## src/rtl/sm_step_gen.sv

```systemverilog
// Stepper pulse generator: turns move commands into step/dir/enable with a linear
// accel/decel period ramp, absolute position tracking, limit and enable aborts.
module sm_step_gen #(
  parameter int STEP_HIGH    = 50,
  parameter int DIR_SETUP    = 25,
  parameter int PERIOD_START = 5000,
  parameter int PERIOD_MIN   = 1000,
  parameter int PERIOD_DEC   = 100,
  parameter int POS_W        = 24
) (
  input  logic                    clk,
  input  logic                    rst,
  input  logic                    drv_enable_SM,
  input  logic                    move_req,
  input  logic                    move_dir,
  input  logic [15:0]             move_steps,
  input  logic                    limit_fwd,
  input  logic                    limit_rev,
  output logic                    sm_step,
  output logic                    sm_dir,
  output logic                    sm_en,
  output logic                    busy,
  output logic                    done,
  output logic                    fault,
  output logic signed [POS_W-1:0] position
);

  // state | meaning
  // IDLE  | waiting for a command, driver disabled
  // SETUP | dir/en valid, counting setup time before first step
  // HIGH  | step pulse high
  // LOW   | remainder of the step period; ramp decision at its end
  typedef enum logic [1:0] {IDLE, SETUP, HIGH, LOW} state_t;

  localparam int CNT_W = 16;
  localparam logic [CNT_W-1:0] SETUP_M1   = CNT_W'(DIR_SETUP - 1);
  localparam logic [CNT_W-1:0] HIGH_M1    = CNT_W'(STEP_HIGH - 1);
  localparam logic [CNT_W-1:0] HIGH_P1    = CNT_W'(STEP_HIGH + 1);
  localparam logic [CNT_W-1:0] P_START    = CNT_W'(PERIOD_START);
  localparam logic [CNT_W-1:0] P_MIN      = CNT_W'(PERIOD_MIN);
  localparam logic [CNT_W-1:0] P_DEC      = CNT_W'(PERIOD_DEC);
  localparam logic [CNT_W-1:0] P_DEC_TOP  = CNT_W'(PERIOD_START - PERIOD_DEC);
  localparam logic [CNT_W-1:0] P_ACC_BOT  = CNT_W'(PERIOD_MIN + PERIOD_DEC);

  state_t           state;
  logic [CNT_W-1:0] cnt;
  logic [CNT_W-1:0] period;
  logic [15:0]      remaining;
  logic [15:0]      ramp_cnt;
  logic             abort;

  // sm_dir doubles as the latched move direction while busy
  assign abort = (state != IDLE) &&
                 (!drv_enable_SM || (sm_dir ? limit_fwd : limit_rev));

  always_ff @(posedge clk) begin
    if (rst) begin
      state     <= IDLE;
      cnt       <= '0;
      period    <= '0;
      remaining <= '0;
      ramp_cnt  <= '0;
      sm_step   <= 1'b0;
      sm_dir    <= 1'b0;
      sm_en     <= 1'b0;
      busy      <= 1'b0;
      done      <= 1'b0;
      fault     <= 1'b0;
      position  <= '0;
    end else begin
      done  <= 1'b0;
      fault <= 1'b0;
      if (abort) begin
        state   <= IDLE;
        sm_step <= 1'b0;
        sm_en   <= 1'b0;
        busy    <= 1'b0;
        fault   <= 1'b1;
      end else begin
        case (state)
          IDLE: begin
            if (move_req && drv_enable_SM) begin
              if (move_steps == '0) begin
                done <= 1'b1;
              end else if (move_dir ? limit_fwd : limit_rev) begin
                fault <= 1'b1;
              end else begin
                sm_dir    <= move_dir;
                remaining <= move_steps;
                period    <= P_START;
                ramp_cnt  <= '0;
                sm_en     <= 1'b1;
                busy      <= 1'b1;
                cnt       <= SETUP_M1;
                state     <= SETUP;
              end
            end
          end
          SETUP: begin
            if (cnt == '0) begin
              sm_step   <= 1'b1;
              cnt       <= HIGH_M1;
              remaining <= remaining - 16'd1;
              position  <= sm_dir ? position + POS_W'(1) : position - POS_W'(1);
              state     <= HIGH;
            end else begin
              cnt <= cnt - 1'b1;
            end
          end
          HIGH: begin
            if (cnt == '0) begin
              sm_step <= 1'b0;
              cnt     <= period - HIGH_P1;
              state   <= LOW;
            end else begin
              cnt <= cnt - 1'b1;
            end
          end
          LOW: begin
            if (cnt != '0) begin
              cnt <= cnt - 1'b1;
            end else if (remaining == '0) begin
              state <= IDLE;
              done  <= 1'b1;
              busy  <= 1'b0;
              sm_en <= 1'b0;
            end else begin
              // ramp_cnt counts accel steps taken, so decel mirrors accel
              if (remaining <= ramp_cnt) begin
                period   <= (period >= P_DEC_TOP) ? P_START : period + P_DEC;
                ramp_cnt <= ramp_cnt - 16'd1;
              end else if (period > P_MIN) begin
                period   <= (period <= P_ACC_BOT) ? P_MIN : period - P_DEC;
                ramp_cnt <= ramp_cnt + 16'd1;
              end
              sm_step   <= 1'b1;
              cnt       <= HIGH_M1;
              remaining <= remaining - 16'd1;
              position  <= sm_dir ? position + POS_W'(1) : position - POS_W'(1);
              state     <= HIGH;
            end
          end
          default: state <= IDLE;
        endcase
      end
    end
  end

endmodule

```

## config.mk

```make
export PLATFORM = sky130hd
export DESIGN_NAME = sm_step_gen
export DESIGN_NICKNAME = d
export VERILOG_FILES = /design/src/rtl/sm_step_gen.sv
export SDC_FILE = /design/constraint.sdc
export NUM_CORES = 1
export LEC_CHECK = 0
export CORE_MARGIN = 1.5
export CORE_UTILIZATION = 65
export CTS_CLUSTER_DIAMETER = 100
export DETAILED_ROUTE_END_ITERATION = 12
export PLACE_DENSITY = 0.87
export SETUP_SLACK_MARGIN = 0.3
export SYNTH_ARGS = -nofsm -noshare
export SYNTH_HDL_FRONTEND = slang
export SYNTH_SLANG_ARGS = --single-unit
```

## constraint.sdc

```tcl
create_clock -name clk -period 6.55 [get_ports clk]
set_clock_uncertainty 0.05 [all_clocks]
set_input_delay 0.9825 -clock clk [delete_from_list [all_inputs] [get_ports clk]]
set_output_delay 0.9825 -clock clk [all_outputs]
set_load 0.02 [all_outputs]
```

==> results.toml, run 1 <==
[status]
run_status = "completed"

[synth]
seq_area_frac_synth = 0.2533
synth_edf_count = 0
syn_area_sq_mm = 0.007351
async_flop_share = 0
ys.flop_type = "dfxtp_1"
syn_nets = 1070
synth_top_cells_by_area = "dfxtp_1 25%, ha_1 12%, a21oi_1 6.6%, nand2_1 5.8%, o21ai_0 4.6%"
post-synth-top-count-cell = "nand2_1"
ys_types = 74
syn-instance-count = 977
ys_warn_count = 0
synth_top_area_share = 0.2533
netlist_top_cells_count = "113 x nand2_1, 97 x a21oi_1, 93 x dfxtp_1"
synth_largest_area_cell = "dfxtp_1"
postSynthAreaPerCell_sq_um = 7.524
synth-seq-cells = 93

[floorplan]
num_io_pins = 53
die_w_microns = 109.3
rows = 38
initial_core_util = 0.6722
die_area_sq_mm = 0.01196
coreArea_sq_mm = 0.01094
die_y_microns = 109.3

[layout]
layout-drive-gt1-share = 0.04885
seq_area_sq_mm = 0.001862
n_fill_cell = 859
multiInputGateArea_sq_mm = 0.005134
area_delta_synth_final_pct = 11.83
antennaDiodeCount = 0
fin_nets = 1091

[timing]
finalMaxSlewViolations = 0
period_minus_slack_ps = 4446
fin_crit_sh = 0.6788
hold_viol = 0
setup_violations = 0
rsz0062_at_grt = "no"
finalSetupTns_ps = 0
slew_headroom = 0.2630
tightest_slew_ps = 1100
fmax_mhz = 224.9

[worst_setup_path]
path_cells = "ha_1 > a21o_1 > a21o_1 > a211oi_1 > a21o_1 > buf_4 > ha_1 > a211oi_1 > o21ai_0 > a31oi_1 > nor3_1 > nor4_1 > nor2_1 > a31oi_1 > o311ai_0"
cpMaxStageDelayCell = "dfxtp_1"
start_kind = "register"
worst-path-buf-inv = 1
path_delay_family = "compound AO/OA/AOI/OAI gates"
crit_fanout = 21
cp-end-kind = "register"
arrival_ps = 4590
cpMostUsedCell = "a21o_1"
cpPeakStageDelay_ps = 440
required_ps = 6690
worst-setup-path-type = "reg2reg"

[min_path]
worstHoldPathType = "reg2reg"

[flow_run]
cap_violations = 0

[detailed_routing]
met3_length_mm = 1.229
routed_wl_mm = 19.01
dr.pass1.iters = 5
wire_per_inst_microns = 16.63
drtIter0Drc = 486
num_vias = 7401
wirelength_met1_mm = 8.412
vias_per_cell = 6.475
remaining_drc_errors = 0
wl_met2_mm = 8.964
antenna_left = 0
topRoutingLayerUsed = "met4"

[placed_design]
place_hpwl_mm = 13.44
port_buffers = 52
place.gp.congestion = 0.9198

[grt]
antenna_found_initial = 0
grt_pass1_wl_mm = 31.47
grt_usage = 0.3288
grt_overflow_total = 0
grt_pass1_vias = 6818
grt_start_max_net_pins = 66

[cts]
clk_path_buf_depth = 2
clock-root-buffer = "clkbuf_16"
cts_resized = 0
cts_sinks = 93
hold_buffers = 0
clk_pin_slew_ps = 70
numCtsBuffers = 9
cts_setup_buffers = 0
clk_latency_ps = 360
cts_tree = "done"
cts-htree-levels = 3
worst register-to-register path: cells and delay by family, from the launching register on:
kind	cells	cell delay (ps)
DFF	1	440
adders and majority gates	2	580
AOI/OAI and AO/OA	9	2220
and+or+nand+nor	3	660
buffers and inverters	1	330
path summary, 6_finish.rpt:
kind	start	endpoint	slack [ps]	cells after the start
max	remaining[13]$_SDFFE_PP0P_	ramp_cnt[15]$_SDFFE_PP0P_	2100	15
min	ramp_cnt[1]$_SDFFE_PP0P_	ramp_cnt[1]$_SDFFE_PP0P_	420	2
min reg2reg	ramp_cnt[1]$_SDFFE_PP0P_	ramp_cnt[1]$_SDFFE_PP0P_	420	2
max reg2reg	remaining[13]$_SDFFE_PP0P_	ramp_cnt[15]$_SDFFE_PP0P_	2100	15
stage by stage:
stage	instances	instance area [sq um]	utilization	worst slack, ps	hold slack (ps)
after CTS	1143	8220	0.7517	2143	423.7
after detailed placement	1127	7893	0.7217	2167	415.1
after floorplan	977	7351	-	2330	395.8
after global placement	1127	7893	0.7217	2336	409.1
after global routing	1143	8220	0.7517	1728	435.9
final	1143	8220	0.7517	2104	419.3
registers in the layout, summed over array words and instances (netlist names):
name,count
ramp_cnt,16
position,24
state,2
sm_step,1
busy,1
period,14
sm_dir,1
fault,1
done,1
cnt,16
remaining,16
cell type report:
class | count | area share
multi-input combinational | 793 | 0.6245
tap | 140 | 0.02131
inverter | 43 | 0.01963
timing repair buffer | 58 | 0.06819
clock buffer | 13 | 0.03166
clock inverter | 3 | 0.008219
sequential | 93 | 0.2265
cell usage in the layout (no fill, tap or decap), drive strengths merged, types with 3 or more instances in the layout:
| master | instances |
|---|---|
| a31oi | 11 |
| clkbuf | 13 |
| o22ai | 8 |
| a221oi | 5 |
| o21bai | 6 |
| o31ai | 8 |
| a31o | 5 |
| nor3 | 29 |
| or3 | 15 |
| a21oi | 98 |
| or4 | 6 |
| nand3b | 5 |
| nand3 | 28 |
| nand2b | 8 |
| a211oi | 23 |
| dfxtp | 93 |
| nor2 | 80 |
| xnor2 | 34 |
| or2 | 5 |
| nor4b | 5 |
| a22oi | 17 |
| o21ai | 68 |
| buf | 7 |
| o21a | 9 |
| xor2 | 18 |
| nor4 | 15 |
| a2111oi | 4 |
| o32ai | 3 |
| ha | 68 |
| nand4 | 15 |
| o211ai | 10 |
| mux2i | 6 |
| clkdlybuf4s50 | 51 |
| a21o | 13 |
| and3 | 11 |
| nand2 | 113 |
| inv | 42 |
| nor2b | 13 |
| a32o | 3 |
kinds of logic after synthesis:
| family | Yosys count | share of synthesized area |
|---|---|---|
| adders and majority gates | 70 | 0.1212 |
| muxes | 8 | 0.01123 |
| AOI/OAI and AO/OA | 309 | 0.2660 |
| xor gates and xnor gates | 52 | 0.06196 |
| DFF | 93 | 0.2533 |
| buffers and inverters | 91 | 0.05004 |
| and+or+nand+nor | 354 | 0.2363 |
layer usage:
layer	global-route usage	up-vias
met5	0	-
li1	-	3627
met3	0.05394	38
met1	0.4145	3443
met4	0.1271	0
met2	0.5603	293
Power of run 1 is left out: the tool's default activity adds up to more than one toggle a clock period on the data nets, which glitch-free logic cannot reach.
==> inputs of run 2 (changes only) <==
--- a/config.mk
+++ b/config.mk
@@ -6,10 +6,10 @@
 export NUM_CORES = 1
 export LEC_CHECK = 0
 export CORE_MARGIN = 1.5
-export CORE_UTILIZATION = 65
+export CORE_UTILIZATION = 60
 export CTS_CLUSTER_DIAMETER = 100
 export DETAILED_ROUTE_END_ITERATION = 12
-export PLACE_DENSITY = 0.87
+export PLACE_DENSITY = 0.81
 export SETUP_SLACK_MARGIN = 0.3
 export SYNTH_ARGS = -nofsm -noshare
 export SYNTH_HDL_FRONTEND = slang
==> constraint.sdc (replaced) <==
create_clock -name clk -period 4.1 [get_ports clk]
set_clock_uncertainty 0.05 [all_clocks]
set_input_delay 0.615 -clock clk [delete_from_list [all_inputs] [get_ports clk]]
set_output_delay 0.615 -clock clk [all_outputs]
set_load 0.02 [all_outputs]
==> results.toml, run 2 (synthesized netlist as in run 1, its figures left out) <==
[worst_setup_path]
cpPeakStageDelay_ps = 430
path_delay_family = "compound AO/OA/AOI/OAI gates"
worst-setup-path-type = "reg2reg"
cpMaxStageDelayCell = "fa_1"
required_ps = 4290
cp-end-kind = "register"
start_kind = "register"
arrival_ps = 3870
worst-path-buf-inv = 2
path_cells = "inv_1 > ha_1 > nor2b_1 > o211ai_1 > a21oi_1 > o21ai_1 > a21o_2 > inv_2 > fa_1 > o21ai_1 > a311o_1 > a21oi_1 > o31ai_2 > a31oi_1 > xnor2_1 > a32o_1"
crit_fanout = 10

[layout]
regMostFlops = "position"
antennaDiodeCount = 0
final_common_cell = "nand2_1"
fin_nets = 1103
final_core_util = 0.6969
mostFrequentLayoutCells = "113 x nand2_1, 97 x a21oi_1, 87 x dfxtp_1"
layout-drive-gt1-share = 0.07291
area_delta_synth_final_pct = 13.40
largest_reg_flops = 24
design_area_sq_mm = 0.008335

[grt]
antenna_found_initial = 0
grt_pass1_vias = 6663
grt_usage = 0.2952
grt_overflow_total = 0
grt_pass1_wl_mm = 31.51
grt_start_max_net_pins = 71

[cts]
cts_sinks = 93
cts_tree = "done"
clock-root-buffer = "clkbuf_16"
numCtsBuffers = 9
hold_buffers = 0
clk_path_buf_depth = 2
clk_latency_ps = 350
cts-htree-levels = 3
clk_pin_slew_ps = 60

[floorplan]
die_area_sq_mm = 0.01292
coreArea_sq_mm = 0.01196
rows = 40
die_w_microns = 113.7
die_y_microns = 113.7
initial_core_util = 0.6145
num_io_pins = 53

[timing]
finalSetupTns_ps = 0
tightest_slew_ps = 1069
fin_crit_sh = 0.8958
finalMaxSlewViolations = 0
hold_viol = 0
fmax_mhz = 272.3
slew_headroom = 0.2834
rsz0062_at_grt = "no"
period_minus_slack_ps = 3673
setup_violations = 0

[placed_design]
place_hpwl_mm = 13.46
place.gp.congestion = 0.8772
placed_area_sq_mm = 0.007976
port_buffers = 52

[min_path]
worstHoldPathType = "reg2reg"

[detailed_routing]
wire_per_inst_microns = 16.25
antenna_left = 0
drtIter0Drc = 417
remaining_drc_errors = 0
num_vias = 7352
routed_wl_mm = 18.88
dr.pass1.iters = 5
vias_per_cell = 6.327

[status]
run_status = "completed"

[flow_run]
cap_violations = 0
run 2: cell types whose count changed in the layout (fill, tap and decap cells not counted), moves of 2 or more:
cell / delta
a211oi_1: -2
a211oi_2: +2
buf_4: +11
bufinv_16: -2
clkbuf_1: +2
dfxtp_1: -6
dfxtp_2: +6
o21ai_0: -4
o21ai_1: +3
run 2: layer usage:
| metal | up-vias | part of all wire | GRT usage |
|---|---|---|---|
| met3 | 36 | 0.051 | 0.03454 |
| met4 | 0 | 0.021 | 0.1050 |
| met2 | 244 | 0.47 | 0.4988 |
| met5 | - | 0 | 0 |
| met1 | 3433 | 0.46 | 0.3900 |
| li1 | 3639 | - | - |
run 2: worst paths after layout:
check	from	end	slack [ps]	cells past startpoint
worst max register to register	ramp_cnt[1]$_SDFFE_PP0P_	ramp_cnt[14]$_SDFFE_PP0P_	430	16
worst min register to register	cnt[7]$_SDFFE_PP0P_	cnt[7]$_SDFFE_PP0P_	420	2
worst max-delay path	ramp_cnt[1]$_SDFFE_PP0P_	ramp_cnt[14]$_SDFFE_PP0P_	430	16
worst min-delay path	cnt[7]$_SDFFE_PP0P_	cnt[7]$_SDFFE_PP0P_	420	2
run 2: layout make-up:
cell class / count / area, sq um
clock buffer: 15 / 267.8
clock inverter: 1 / 5.005
fill: 1015 / 3626
multi-input combinational: 793 / 5194
timing repair buffer: 70 / 654.4
inverter: 43 / 161.4
sequential: 93 / 1869
tap: 147 / 183.9
run 2: what timing repair did:
item                                   CTS  global route
endpoints found under the hold margin    0             0
resized for setup                        3            20
pin swaps                                0             5
setup endpoints to repair                3             9
buffers inserted                         0             2
run 2: tightest hold or removal path, stage by stage, from the launching register on:
cell	delay, ps
dfxtp_1	320
nand2_1	50
a21oi_1	50
run 2: stage by stage:
step,hold WS (ps),cells,setup slack [ps]
5_1_grt,440.1,1162,239.9
2_1_floorplan,395.8,977,330.1
3_5_place_dp,414.6,1144,159.2
3_3_place_gp,410.7,1144,288.6
4_1_cts,423.5,1160,325.5
6_report,421.5,1162,427.3
Power of run 2 is left out for the same reason.
==> inputs of run 3 (changes only) <==
--- a/config.mk
+++ b/config.mk
@@ -6,11 +6,13 @@
 export NUM_CORES = 1
 export LEC_CHECK = 0
 export CORE_MARGIN = 1.5
-export CORE_UTILIZATION = 60
+export CORE_UTILIZATION = 54
 export CTS_CLUSTER_DIAMETER = 100
 export DETAILED_ROUTE_END_ITERATION = 12
-export PLACE_DENSITY = 0.81
+export MAX_ROUTING_LAYER = met4
+export PLACE_DENSITY = 0.77
 export SETUP_SLACK_MARGIN = 0.3
+export SKIP_CTS_REPAIR_TIMING = 1
 export SYNTH_ARGS = -nofsm -noshare
 export SYNTH_HDL_FRONTEND = slang
 export SYNTH_SLANG_ARGS = --single-unit
==> constraint.sdc (replaced) <==
create_clock -name clk -period 3.35 [get_ports clk]
set_clock_uncertainty 0.05 [all_clocks]
set_input_delay 0.5025 -clock clk [delete_from_list [all_inputs] [get_ports clk]]
set_output_delay 0.5025 -clock clk [all_outputs]
set_load 0.02 [all_outputs]
==> results.toml, run 3 (synthesized netlist as in run 1, its figures left out) <==
[status]
run_status = "finished with violations"
violations = "setup timing"

[floorplan]
die_y_microns = 119.7
rows = 42
num_io_pins = 53
die_area_sq_mm = 0.01432
coreArea_sq_mm = 0.01324
initial_core_util = 0.5551
die_w_microns = 119.7

[worst_setup_path]
startpoint = "ramp_cnt[1]$_SDFFE_PP0P_"
reg2reg_depth = 18
endpoint = "ramp_cnt[14]$_SDFFE_PP0P_"
rrSetupSlack_ps = -90
timing.rr.start = "ramp_cnt[1]$_SDFFE_PP0P_"
crit_fanout = 7
cp-end-kind = "register"
worst-setup-path-type = "reg2reg"
reg2reg_to = "ramp_cnt[14]$_SDFFE_PP0P_"
arrival_ps = 3630
start_kind = "register"
required_ps = 3550

[timing]
hold_viol = 0
fin_ws_ps = -87.89
fin_crit_sh = 1.026
setup_violations = 3
rsz0062_at_grt = "yes"
fmax_mhz = 290.9
finalSetupTns_ps = -226.2
finalMaxSlewViolations = 0
period_minus_slack_ps = 3438
tightest_slew_ps = 1042
slew_headroom = 0.3053

[detailed_routing]
antenna_left = 0
routed_wl_mm = 20.75
wire_per_inst_microns = 16.39
vias_per_cell = 6.063
dr.pass1.iters = 5
num_vias = 7676
remaining_drc_errors = 0
drtIter0Drc = 412

[cts]
clock-root-buffer = "clkbuf_16"
clk_pin_slew_ps = 60
clk_latency_ps = 350
numCtsBuffers = 9
clk_path_buf_depth = 2
cts_sinks = 93
cts-htree-levels = 3
cts_tree = "done"

[grt]
grt_start_max_net_pins = 91
grt_pass1_wl_mm = 32.00
grt_overflow_total = 0
grt_pass1_vias = 6730
grt_usage = 0.2795
antenna_found_initial = 0

[layout]
largest_reg_flops = 24
n_fill_cell = 1084
regMostFlops = "position"
mostFrequentLayoutCells = "112 x nand2_1, 87 x a21oi_1, 86 x buf_4"
area_delta_synth_final_pct = 28.68
antennaDiodeCount = 0
final_common_cell = "nand2_1"
instances_no_fill = 1266
layout-drive-gt1-share = 0.1954
fin_nets = 1178

[placed_design]
place.gp.congestion = 0.9041
port_buffers = 52
dp_slack_ps = -175.5
place_hpwl_mm = 14.28
dp.cells = 1240

[min_path]
worstHoldPathType = "reg2reg"

[flow_run]
cap_violations = 0
==> run 3: metrics by stage <==
step | instance area, sq um | hold slack [ps] | util
6_report | 9459 | 425.9 | 0.7143
5_1_grt | 9459 | 446.5 | 0.7143
4_1_cts | 8967 | 426.4 | 0.6772
3_5_place_dp | 8703 | 416.6 | 0.6572
3_3_place_gp | 8703 | 406.9 | 0.6572
2_1_floorplan | 7547 | 395.8 | -
==> run 3: final cells by class <==
class | count | area (sq um) | area share
tap | 176 | 220.2 | 0.02328
clock inverter | 2 | 10.01 | 0.001058
inverter | 43 | 165.2 | 0.01746
multi-input combinational | 793 | 5683 | 0.6008
clock buffer | 14 | 254.0 | 0.02685
timing repair buffer | 145 | 1252 | 0.1324
sequential | 93 | 1874 | 0.1981
==> run 3: critical path, stage by stage, from the launching register on <==
cell and delay (ps):
dfxtp_2 340, inv_2 40, ha_1 270, nor2b_2 130, o211ai_1 80, a21oi_1 250, o21ai_2 120, a21o_4 260
buf_8 150, buf_4 150, ha_4 270, buf_4 130, nand2_1 100, nand3b_1 120, o21ai_0 140, o31ai_2 270
a31oi_1 140, xnor2_1 140, a32o_1 200
==> run 3: routing by layer <==
layer,global-route usage,wire (microns),vias up
li1,-,-,3807
met1,0.3591,9209,3568
met2,0.4544,10070,262
met3,0.03089,995,39
met4,0.1064,465,0
met5,-,0,-
==> run 3: worst min path at each step <==
stage                               from                         to  cells past startpoint
2_1_floorplan        cnt[7]$_SDFFE_PP0P_        cnt[7]$_SDFFE_PP0P_                      2
3_3_place_gp         cnt[7]$_SDFFE_PP0P_        cnt[7]$_SDFFE_PP0P_                      2
3_5_place_dp         cnt[7]$_SDFFE_PP0P_        cnt[7]$_SDFFE_PP0P_                      2
4_1_cts              cnt[7]$_SDFFE_PP0P_        cnt[7]$_SDFFE_PP0P_                      2
5_1_grt        position[19]$_SDFFE_PP0P_  position[19]$_SDFFE_PP0P_                      2
6_report       position[20]$_SDFFE_PP0P_  position[20]$_SDFFE_PP0P_                      2
Power of run 3 is left out for the same reason.
